### config.mk
export PLATFORM = sky130hd
export DESIGN_NAME = seq_detect_param
export DESIGN_NICKNAME = d
export VERILOG_FILES = /design/src/rtl/seq_detect_param.sv
export SDC_FILE = /design/constraint.sdc
export NUM_CORES = 1
export LEC_CHECK = 0
export ABC_CLOCK_PERIOD_IN_PS = 3450
export CAP_MARGIN = 20
export CELL_PAD_IN_SITES_DETAIL_PLACEMENT = 0
export CELL_PAD_IN_SITES_GLOBAL_PLACEMENT = 2
export CORE_UTILIZATION = 34
export CTS_BUF_LIST = sky130_fd_sc_hd__clkbuf_8
export CTS_CLUSTER_SIZE = 28
export DETAILED_ROUTE_END_ITERATION = 12
export PLACE_DENSITY_LB_ADDON = 0.1
export REMOVE_ABC_BUFFERS = 1
export SETUP_SLACK_MARGIN = 0.15
export SLEW_MARGIN = 10
export SYNTH_ARGS = -nofsm -noshare
export SYNTH_HDL_FRONTEND = slang
export SYNTH_SLANG_ARGS = --single-unit
export TNS_END_PERCENT = 100
### constraint.sdc
create_clock -name clk -period 3.45 [get_ports clk]
set_input_delay 0.69 -clock clk [delete_from_list [all_inputs] [get_ports clk]]
set_output_delay 0.69 -clock clk [all_outputs]
set_load 0.005 [all_outputs]
### src/rtl/seq_detect_param.sv
// Serial bit-pattern detector: compares the last PAT_W sampled bits (MSB = oldest)
// against a runtime-loadable pattern and emits a registered one-cycle match pulse.
module seq_detect_param #(
    parameter int               PAT_W   = 4,
    parameter logic [PAT_W-1:0] PAT_RST = 4'b1011,
    parameter bit               OVERLAP = 1'b1,
    parameter int               CNT_W   = 8
) (
    input  logic             clk,
    input  logic             rst,
    input  logic             en,
    input  logic             x,
    input  logic             pat_we,
    input  logic [PAT_W-1:0] pat_in,
    input  logic             clr_cnt,
    output logic             z,
    output logic [CNT_W-1:0] match_cnt,
    output logic [PAT_W-1:0] pat_q
);

    localparam int                FILL_W    = $clog2(PAT_W + 1);
    localparam logic [FILL_W-1:0] FILL_FULL = FILL_W'(PAT_W);

    logic [PAT_W-1:0]  hist_reg, hist_next, hist_shift;
    logic [FILL_W-1:0] fill_reg, fill_next, fill_inc;
    logic [PAT_W-1:0]  pat_reg, pat_next;
    logic [CNT_W-1:0]  cnt_reg, cnt_next;
    logic              z_reg, z_next;
    logic              match;

    always_ff @(posedge clk or negedge rst) begin
        if (!rst) begin
            hist_reg <= '0;
            fill_reg <= '0;
            pat_reg  <= PAT_RST;
            cnt_reg  <= '0;
            z_reg    <= 1'b0;
        end else begin
            hist_reg <= hist_next;
            fill_reg <= fill_next;
            pat_reg  <= pat_next;
            cnt_reg  <= cnt_next;
            z_reg    <= z_next;
        end
    end

    always_comb begin
        hist_shift = {hist_reg[PAT_W-2:0], x};
        fill_inc   = (fill_reg == FILL_FULL) ? fill_reg : fill_reg + 1'b1;
        match      = 1'b0;
        hist_next  = hist_reg;
        fill_next  = fill_reg;
        pat_next   = pat_reg;
        cnt_next   = cnt_reg;
        z_next     = 1'b0;

        // A pattern load wins over sampling; the bit on that edge is dropped.
        if (pat_we) begin
            pat_next  = pat_in;
            hist_next = '0;
            fill_next = '0;
        end else if (en) begin
            hist_next = hist_shift;
            fill_next = fill_inc;
            // fill gate stops reset zeros in hist from matching an all-zero pattern.
            match     = (fill_inc == FILL_FULL) && (hist_shift == pat_reg);
            if (match) begin
                z_next = 1'b1;
                if (!OVERLAP) begin
                    fill_next = '0;
                end
            end
        end

        if (clr_cnt) begin
            cnt_next = '0;
        end else if (match && (cnt_reg != '1)) begin
            cnt_next = cnt_reg + 1'b1;
        end
    end

    assign z         = z_reg;
    assign match_cnt = cnt_reg;
    assign pat_q     = pat_reg;

endmodule

# Word-level counts from Yosys, hierarchy flattened
# Cells that the tools add are included.
[op_classes] bitwise_logic=0 reduce_logical=4 shift=0 div=0 n_mux=12 n_eq_ne=4 magnitude_cmp=0 addsub=2 multipliers=0
[ops] operator="$mux 8" n=2
[ops] operator="$mux 3" n=5
[ops] operator="$add 8x1->8 const B" n=1
[ops] operator="$ne 8x8->1 const B" n=1
[ops] operator="$eq 3x3->1 const B" n=2
[ops] operator="$mux 1" n=5
[ops] operator="$eq 4x4->1" n=1
[ops] operator="$reduce_bool 2->1" n=2
[ops] operator="$add 3x1->3 const B" n=1
[ops] operator="$logic_and 1x1->1" n=2
[word_totals] mem_bits_ro=0 latch_bits=0 reg_bits=19 memories=0 wordCells=27 output_inout_bits=13 inputBits=10 mem_bits_rw=0

# Longest topological paths before layout
# Gate-level depths: netlist of run 1.
[depth] word_depth=9 mapped_depth=8 ltp_nobuf=7

# Worst setup path before layout of run 1
# No wires, ideal clock.
[synth_timing] path_kind="input -> register" from="input port x" to="register cnt_reg[5] (netlist: match_cnt[5])" path_stages=6 path_slack_ps=1495 n_path_buf=1 setup_ps=127 t_required_ps=3323 t_arrival_ps=1827 path_cell_list="xor2_1 nor4_4 and4_1 buf_4 nand4_1 mux2_1"
[synth_via] elab_chain_cells=6
[synth_lines] item="start: declaration" line_no="12" source="input logic x,"
[synth_lines] item="$eq 4x4->1" line_no="66" source="match = (fill_inc == FILL_FULL) && (hist_shift == pat_reg);"
[synth_lines] item="$logic_and 1x1->1" line_no="66"
[synth_lines] item="$mux 1" line_no="62" source="end else if (en) begin"
[synth_lines] item="$mux 1" line_no="58" source="if (pat_we) begin"
[synth_lines] item="$logic_and 1x1->1" line_no="77" source="end else if (match && (cnt_reg != '1)) begin"
[synth_lines] item="$reduce_bool 2->1 (no line)"
[synth_lines] item="end signal: assignment" line_no="42" source="cnt_reg <= cnt_next;"
[synth_lines] item="end: declaration" line_no="27" source="logic [CNT_W-1:0] cnt_reg, cnt_next;"
# No other way between the ends.
# A chain may end at the register's enable or synchronous reset.

# Worst setup path in the final report of run 1
[layout_timing] from="input port pat_we" to="register cnt_reg[5] (netlist: match_cnt[5])"
[layout_via] elab_chain_cells=3
[layout_lines] item="start: declaration" line_no="13" source="input logic pat_we,"
[layout_lines] item="$mux 1" line_no="58"
[layout_lines] item="$logic_and 1x1->1" line_no="77"
[layout_lines] item="$reduce_bool 2->1 (no line)"
# No other way between the ends.

==> impl_metrics.yaml, run 1 <==
clock_network:
  cts_setup_buffers: 0
  clock_latency_ns: 0.25
  clkTransAtPathRegs_ns: 0.08
  ctsHtreeMaxLevel: 1
  clk_path_buf_depth: 2
  cts_tree: "done"
  hold_buffers: 0
  cts_made_buffers: 3
  post_cts_resized: 0
  tritoncts_num_sinks: 19
  clock-root-buffer: "clkbuf_8"
drt:
  first_pass_iters: 4
  vias: 759
  drc: 0
  initialDrtViolationCount: 6
  totalWireLength_um: 1960
  avgRoutedWirePerCell_um: 13.3
  vias_per_cell: 5.16
  ant_nets: 0
logic_synthesis:
  synth_top_cell_by_area: "dfrtp_1"
  yosysWarningCount: 0
  synth_edf_count: 0
  synth_cells: 94
  synth.ff_latch_count: 19
  synth_top_area_frac: 0.404
  async_flop_share: 1.00
  synth_seq_area_share: 0.484
  synth_ff_type: "dfrtp_1"
  synth_area_leaders: "dfrtp_1 (40%), dfstp_2 (8.0%), mux2_2 (4.5%)"
  avgSynthCellArea_um2: 10.5
  syn_area_um2: 991
  ys_types: 30
status:
  outcome: "finished, final reports clean"
power_and_ir_drop:
  power.density_mw_per_mm2: 359
  p_int_w: 0.000347
  switching_share: 0.242
  switching_power_w: 0.000111
  p_clk_frac: 0.333
  p_seq_frac: 0.529
  peakVddDrop_mv: 0.179
  p_leak_nw: 0.545
  pwr-share-comb: 0.138
critical_path:
  rr_worst_depth: 7
  crit_fanout: 10
  startpoint_type: "input pin"
  crit_required_ns: 3.59
  r2r_setup_slack_ns: 1.47
  r2r-start: "fill_reg[0]"
  endpoint_kind: "register"
  r2r-end: "match_cnt[5]"
  worstPathArrival_ns: 2.46
  crit_type: "input pin to register"
hold_path:
  min_from: "hist_reg[2]"
  hold_path_depth: 2
  hp-class: "register to register"
  hold_path_end: "hist_reg[2]"
timing:
  hold_viol: 0
  drv_slew: 0
  fin_skew_ns: 0.00745
  period_share: 0.671
  setup_violations: 0
  rsz0062_at_grt: "false"
  finalCriticalPeriod_ns: 2.31
  fmax_ghz: 0.432
  tightest_slew_ns: 0.865
  setup_tns_ns: 0
  slew-limit-headroom: 0.421
finish:
  layout.nets: 130
  n_fill_cell: 281
  drive_gt1_frac: 0.103
  antenna_cells: 0
  area_growth_pct: 28.5
  largest_reg_flops: 8
  stdcell_count: 147
floorplanning:
  die_x_um: 56.0
  boundaryPins: 23
  dieArea_mm2: 0.00313
  core_mm2: 0.00276
  rows: 19
  fp.dieH_um: 56.0
  initial_utilization: 0.359
placed_design:
  placement.io_buffers: 22
  place_hpwl_um: 1420
  place.gp.congestion: 0.694
  placed_cells: 143
global_routing:
  grt.total_usage: 0.140
  grt_max_degree: 20
  grt_first_pass_wirelength_um: 3410
  grt_pass1_vias: 719
  gr-total-overflow: 0
  antenna_found_initial: 0
job:
  drv_cap: 0
-- stage by stage --
step	setup slack [ns]	instance area (um2)	hold WS (ns)	util	total power, W
after floorplan	1.51	970	0.394	-	0.000276
after global placement	0.883	1230	0.531	0.446	0.000311
after detailed placement	0.838	1230	0.539	0.446	0.000311
after CTS	1.12	1270	0.559	0.462	0.000464
after global routing	0.994	1270	0.605	0.462	0.000482
final	1.14	1270	0.549	0.462	0.000458
-- synth_stat cells (2+ instances only) --
library cell,instances
a21oi_1,7
and4_1,3
and3_1,4
mux2_2,4
ha_1,3
xor2_1,4
or3_1,3
dfstp_2,3
nand4_1,4
dfrtp_1,16
nand2_1,6
inv_1,5
buf_2,2
mux2i_1,3
xnor2_1,2
nor2_1,7
nand3_1,3
o21ai_0,3
-- how the worst max path moves through the flow --
stage               depth (start not counted)            to   start
floorplan                                   5  match_cnt[5]       x
global placement                            6  match_cnt[5]  pat_we
detailed placement                          6  match_cnt[5]  pat_we
CTS                                         6  match_cnt[5]  pat_we
global route                                6  match_cnt[5]  pat_we
finish                                      6  match_cnt[5]  pat_we
-- metal layers --
metal,vias up,GRT usage,wire (um)
met5,-,0,0
met4,0,0.0627,14
met3,2,0.0256,68
met2,16,0.196,810
met1,357,0.210,1070
li1,384,-,-
-- worst max-delay path, stage by stage --
cell and delay [ns]:
clkdlybuf4s50_1 0.60, inv_1 0.15, o2111a_1 0.23, and4_1 0.33, nand4_1 0.14, mux2_1 0.32
-- cells by family after synthesis --
kind of cell    count (synthesis)  share of synthesized area
xor+xnor                        6                     0.0530
compound gates                 15                     0.0972
fa+ha+maj                       3                     0.0379
simple gates                   34                      0.201
mux                             8                     0.0871
buf+inv                         9                     0.0404
flops                          19                      0.484
-- cell type report --
cell class | count | area [um2] | area share
multi-input combinational | 66 | 472 | 0.370
clock inverter | 1 | 3.75 | 0.00295
sequential | 19 | 479 | 0.376
inverter | 5 | 18.8 | 0.0147
timing repair buffer | 22 | 220 | 0.173
clock buffer | 3 | 41.3 | 0.0324
tap | 31 | 38.8 | 0.0305
-- placed cells by master (no fill, tap or decap), drive strengths merged, types with 2 or more instances in the layout --
cell | Yosys | routed
nor2 | 7 | 7
ha | 3 | 3
dfstp | 3 | 3
nand2 | 6 | 6
nand4 | 4 | 4
inv | 5 | 6
a21oi | 7 | 7
nand3 | 3 | 3
and3 | 4 | 4
clkdlybuf4s50 | 0 | 22
clkbuf | 0 | 3
mux2i | 3 | 3
mux2 | 5 | 5
xor2 | 4 | 4
and4 | 3 | 3
dfrtp | 16 | 16
o21ai | 3 | 3
or3 | 3 | 3
xnor2 | 2 | 2
-- power groups by stage --
stage                     Combinational, W  Clock, W  Sequential (W)
after floorplan                  0.0000307         0        0.000245
after global placement           0.0000643         0        0.000246
after detailed placement         0.0000645         0        0.000246
after CTS                        0.0000650  0.000157        0.000242
after global routing             0.0000705  0.000169        0.000243
final                            0.0000633  0.000152        0.000242
(Power assumes the default switching activity.)
==> run 2: changes to the inputs <==
--- a/config.mk
+++ b/config.mk
@@ -5,11 +5,11 @@
 export SDC_FILE = /design/constraint.sdc
 export NUM_CORES = 1
 export LEC_CHECK = 0
-export ABC_CLOCK_PERIOD_IN_PS = 3450
+export ABC_CLOCK_PERIOD_IN_PS = 2200
 export CAP_MARGIN = 20
 export CELL_PAD_IN_SITES_DETAIL_PLACEMENT = 0
 export CELL_PAD_IN_SITES_GLOBAL_PLACEMENT = 2
-export CORE_UTILIZATION = 34
+export CORE_UTILIZATION = 32
 export CTS_BUF_LIST = sky130_fd_sc_hd__clkbuf_8
 export CTS_CLUSTER_SIZE = 28
 export DETAILED_ROUTE_END_ITERATION = 12
==> constraint.sdc (replaced) <==
create_clock -name clk -period 2.2 [get_ports clk]
set_input_delay 0.44 -clock clk [delete_from_list [all_inputs] [get_ports clk]]
set_output_delay 0.44 -clock clk [all_outputs]
set_load 0.005 [all_outputs]
==> impl_metrics.yaml, run 2 (synthesized netlist as in run 1, its figures left out) <==
power_and_ir_drop:
  p_seq_frac: 0.524
  p_clk_frac: 0.329
  p_int_w: 0.000549
  pwr-share-comb: 0.147
  p_leak_nw: 0.573
  switching_share: 0.241
  peakVddDrop_mv: 0.310
  switching_power_w: 0.000174
  total_power_w: 0.000724
  power.density_mw_per_mm2: 550
global_routing:
  grt.total_usage: 0.144
  antenna_found_initial: 0
  grt_first_pass_wirelength_um: 3640
  grt_max_degree: 20
  gr-total-overflow: 0
  grt_pass1_vias: 766
floorplanning:
  die_x_um: 57.7
  initial_utilization: 0.347
  boundaryPins: 23
  rows: 19
  fp.dieH_um: 57.7
  dieArea_mm2: 0.00332
  core_mm2: 0.00285
finish:
  drive_gt1_frac: 0.157
  stdcell_count: 152
  most-common-layout-cells: "clkdlybuf4s50_1 (22), dfrtp_1 (16), nor2_1 (7), a21oi_1 (7)"
  n_fill_cell: 282
  largest_reg_flops: 8
  final_common_cell: "clkdlybuf4s50_1"
  layout.nets: 135
  area_growth_pct: 32.7
  antenna_cells: 0
drt:
  totalWireLength_um: 2070
  avgRoutedWirePerCell_um: 13.6
  vias_per_cell: 5.13
  ant_nets: 0
  first_pass_iters: 8
  vias: 780
  drc: 1
  initialDrtViolationCount: 17
status:
  outcome: "complete, but fails checks"
  violations: "design-rule violations"
job:
  drv_cap: 0
placed_design:
  preCtsSetupSlack_ns: -0.0249
  placed_cells: 148
  placement.io_buffers: 22
  place_hpwl_um: 1490
  place.gp.congestion: 0.736
critical_path:
  crit_required_ns: 2.38
  worstPathArrival_ns: 2.12
  startpoint_type: "input pin"
  endpoint_kind: "register"
  crit_fanout: 6
  crit_type: "input pin to register"
clock_network:
  clock-root-buffer: "clkbuf_8"
  clkTransAtPathRegs_ns: 0.07
  clk_path_buf_depth: 2
  tritoncts_num_sinks: 19
  clock_latency_ns: 0.25
  cts_made_buffers: 3
  cts_tree: "done"
  ctsHtreeMaxLevel: 1
  cts_setup_buffers: 0
timing:
  setup_slack_ns: 0.261
  setup_violations: 0
  fin_skew_ns: 0.00205
  fmax_ghz: 0.516
  tightest_slew_ns: 0.352
  hold_viol: 0
  slew-limit-headroom: 0.764
  rsz0062_at_grt: "false"
  period_share: 0.881
  drv_slew: 0
  finalCriticalPeriod_ns: 1.94
  setup_tns_ns: 0
hold_path:
  hp-class: "input pin to asynchronous set/reset pin"
==> run 2: changes by cell type in the layout (fill, tap and decap cells not counted) <==
cell    previous run  this run
a32o_1             1         0
a32o_2             0         1
ha_1               3         2
buf_4              0         5
ha_2               0         1
==> run 2: cell type report <==
type / instances / area, um2 / share of cell area
clock buffers: 3 / 41.3 / 0.0314
clock inverters: 1 / 3.75 / 0.00285
inverters: 5 / 18.8 / 0.0143
multi-input cells: 66 / 475 / 0.362
flip-flops and latches: 19 / 479 / 0.364
well taps: 31 / 38.8 / 0.0295
repair buffers: 27 / 258 / 0.196
==> run 2: worst max-delay path, cell delays in order <==
cell and delay (ns):
clkdlybuf4s50_1 0.45, xor2_1 0.18, nor4_4 0.29, nand4_1 0.22, or3_1 0.40, a21oi_1 0.14
==> run 2: per-layer routing <==
metal | wire (um) | up-vias | track usage | part of all wire
li1 | - | 391 | - | -
met1 | 1080 | 372 | 0.215 | 0.52
met2 | 911 | 15 | 0.198 | 0.44
met3 | 66 | 2 | 0.0313 | 0.032
met4 | 14 | 0 | 0.0714 | 0.0068
met5 | 0 | - | 0 | 0
==> run 2: what timing repair did <==
action / 4_1_cts / 5_1_grt
gates resized for setup: 0 / 2
hold endpoints to repair: 0 / 0
hold buffers: 0 / 0
endpoints found under the setup margin: 0 / 1
==> run 2: power groups by stage <==
stage	clock (W)	combinational [W]	sequential, W
floorplan	0	0.0000481	0.000385
global placement	0	0.000106	0.000386
detailed placement	0	0.000105	0.000386
CTS	0.000252	0.000106	0.000379
global route	0.000272	0.000118	0.000382
finish	0.000238	0.000106	0.000379
==> run 2: path summary, 6_finish.rpt <==
check | end | slack (ns) | startpoint | cells past startpoint
min in group clk | hist_reg[2] | 0.55 | hist_reg[2] | 2
max in group asynchronous | pat_q[0] | 1.41 | rst | 2
hold / removal | fill_reg[1] | 0.53 | rst | 2
setup / recovery | match_cnt[4] | 0.26 | x | 6
hold reg to reg | hist_reg[2] | 0.55 | hist_reg[2] | 2
setup reg to reg | match_cnt[4] | 0.29 | fill_reg[0] | 7
==> run 2: stage by stage <==
stage,utilization,hold slack (ns),area (um2)
5_1_grt,0.461,0.556,1320
3_3_place_gp,0.444,0.535,1270
6_report,0.461,0.527,1320
4_1_cts,0.460,0.534,1310
3_5_place_dp,0.444,0.548,1270
2_1_floorplan,-,0.144,970
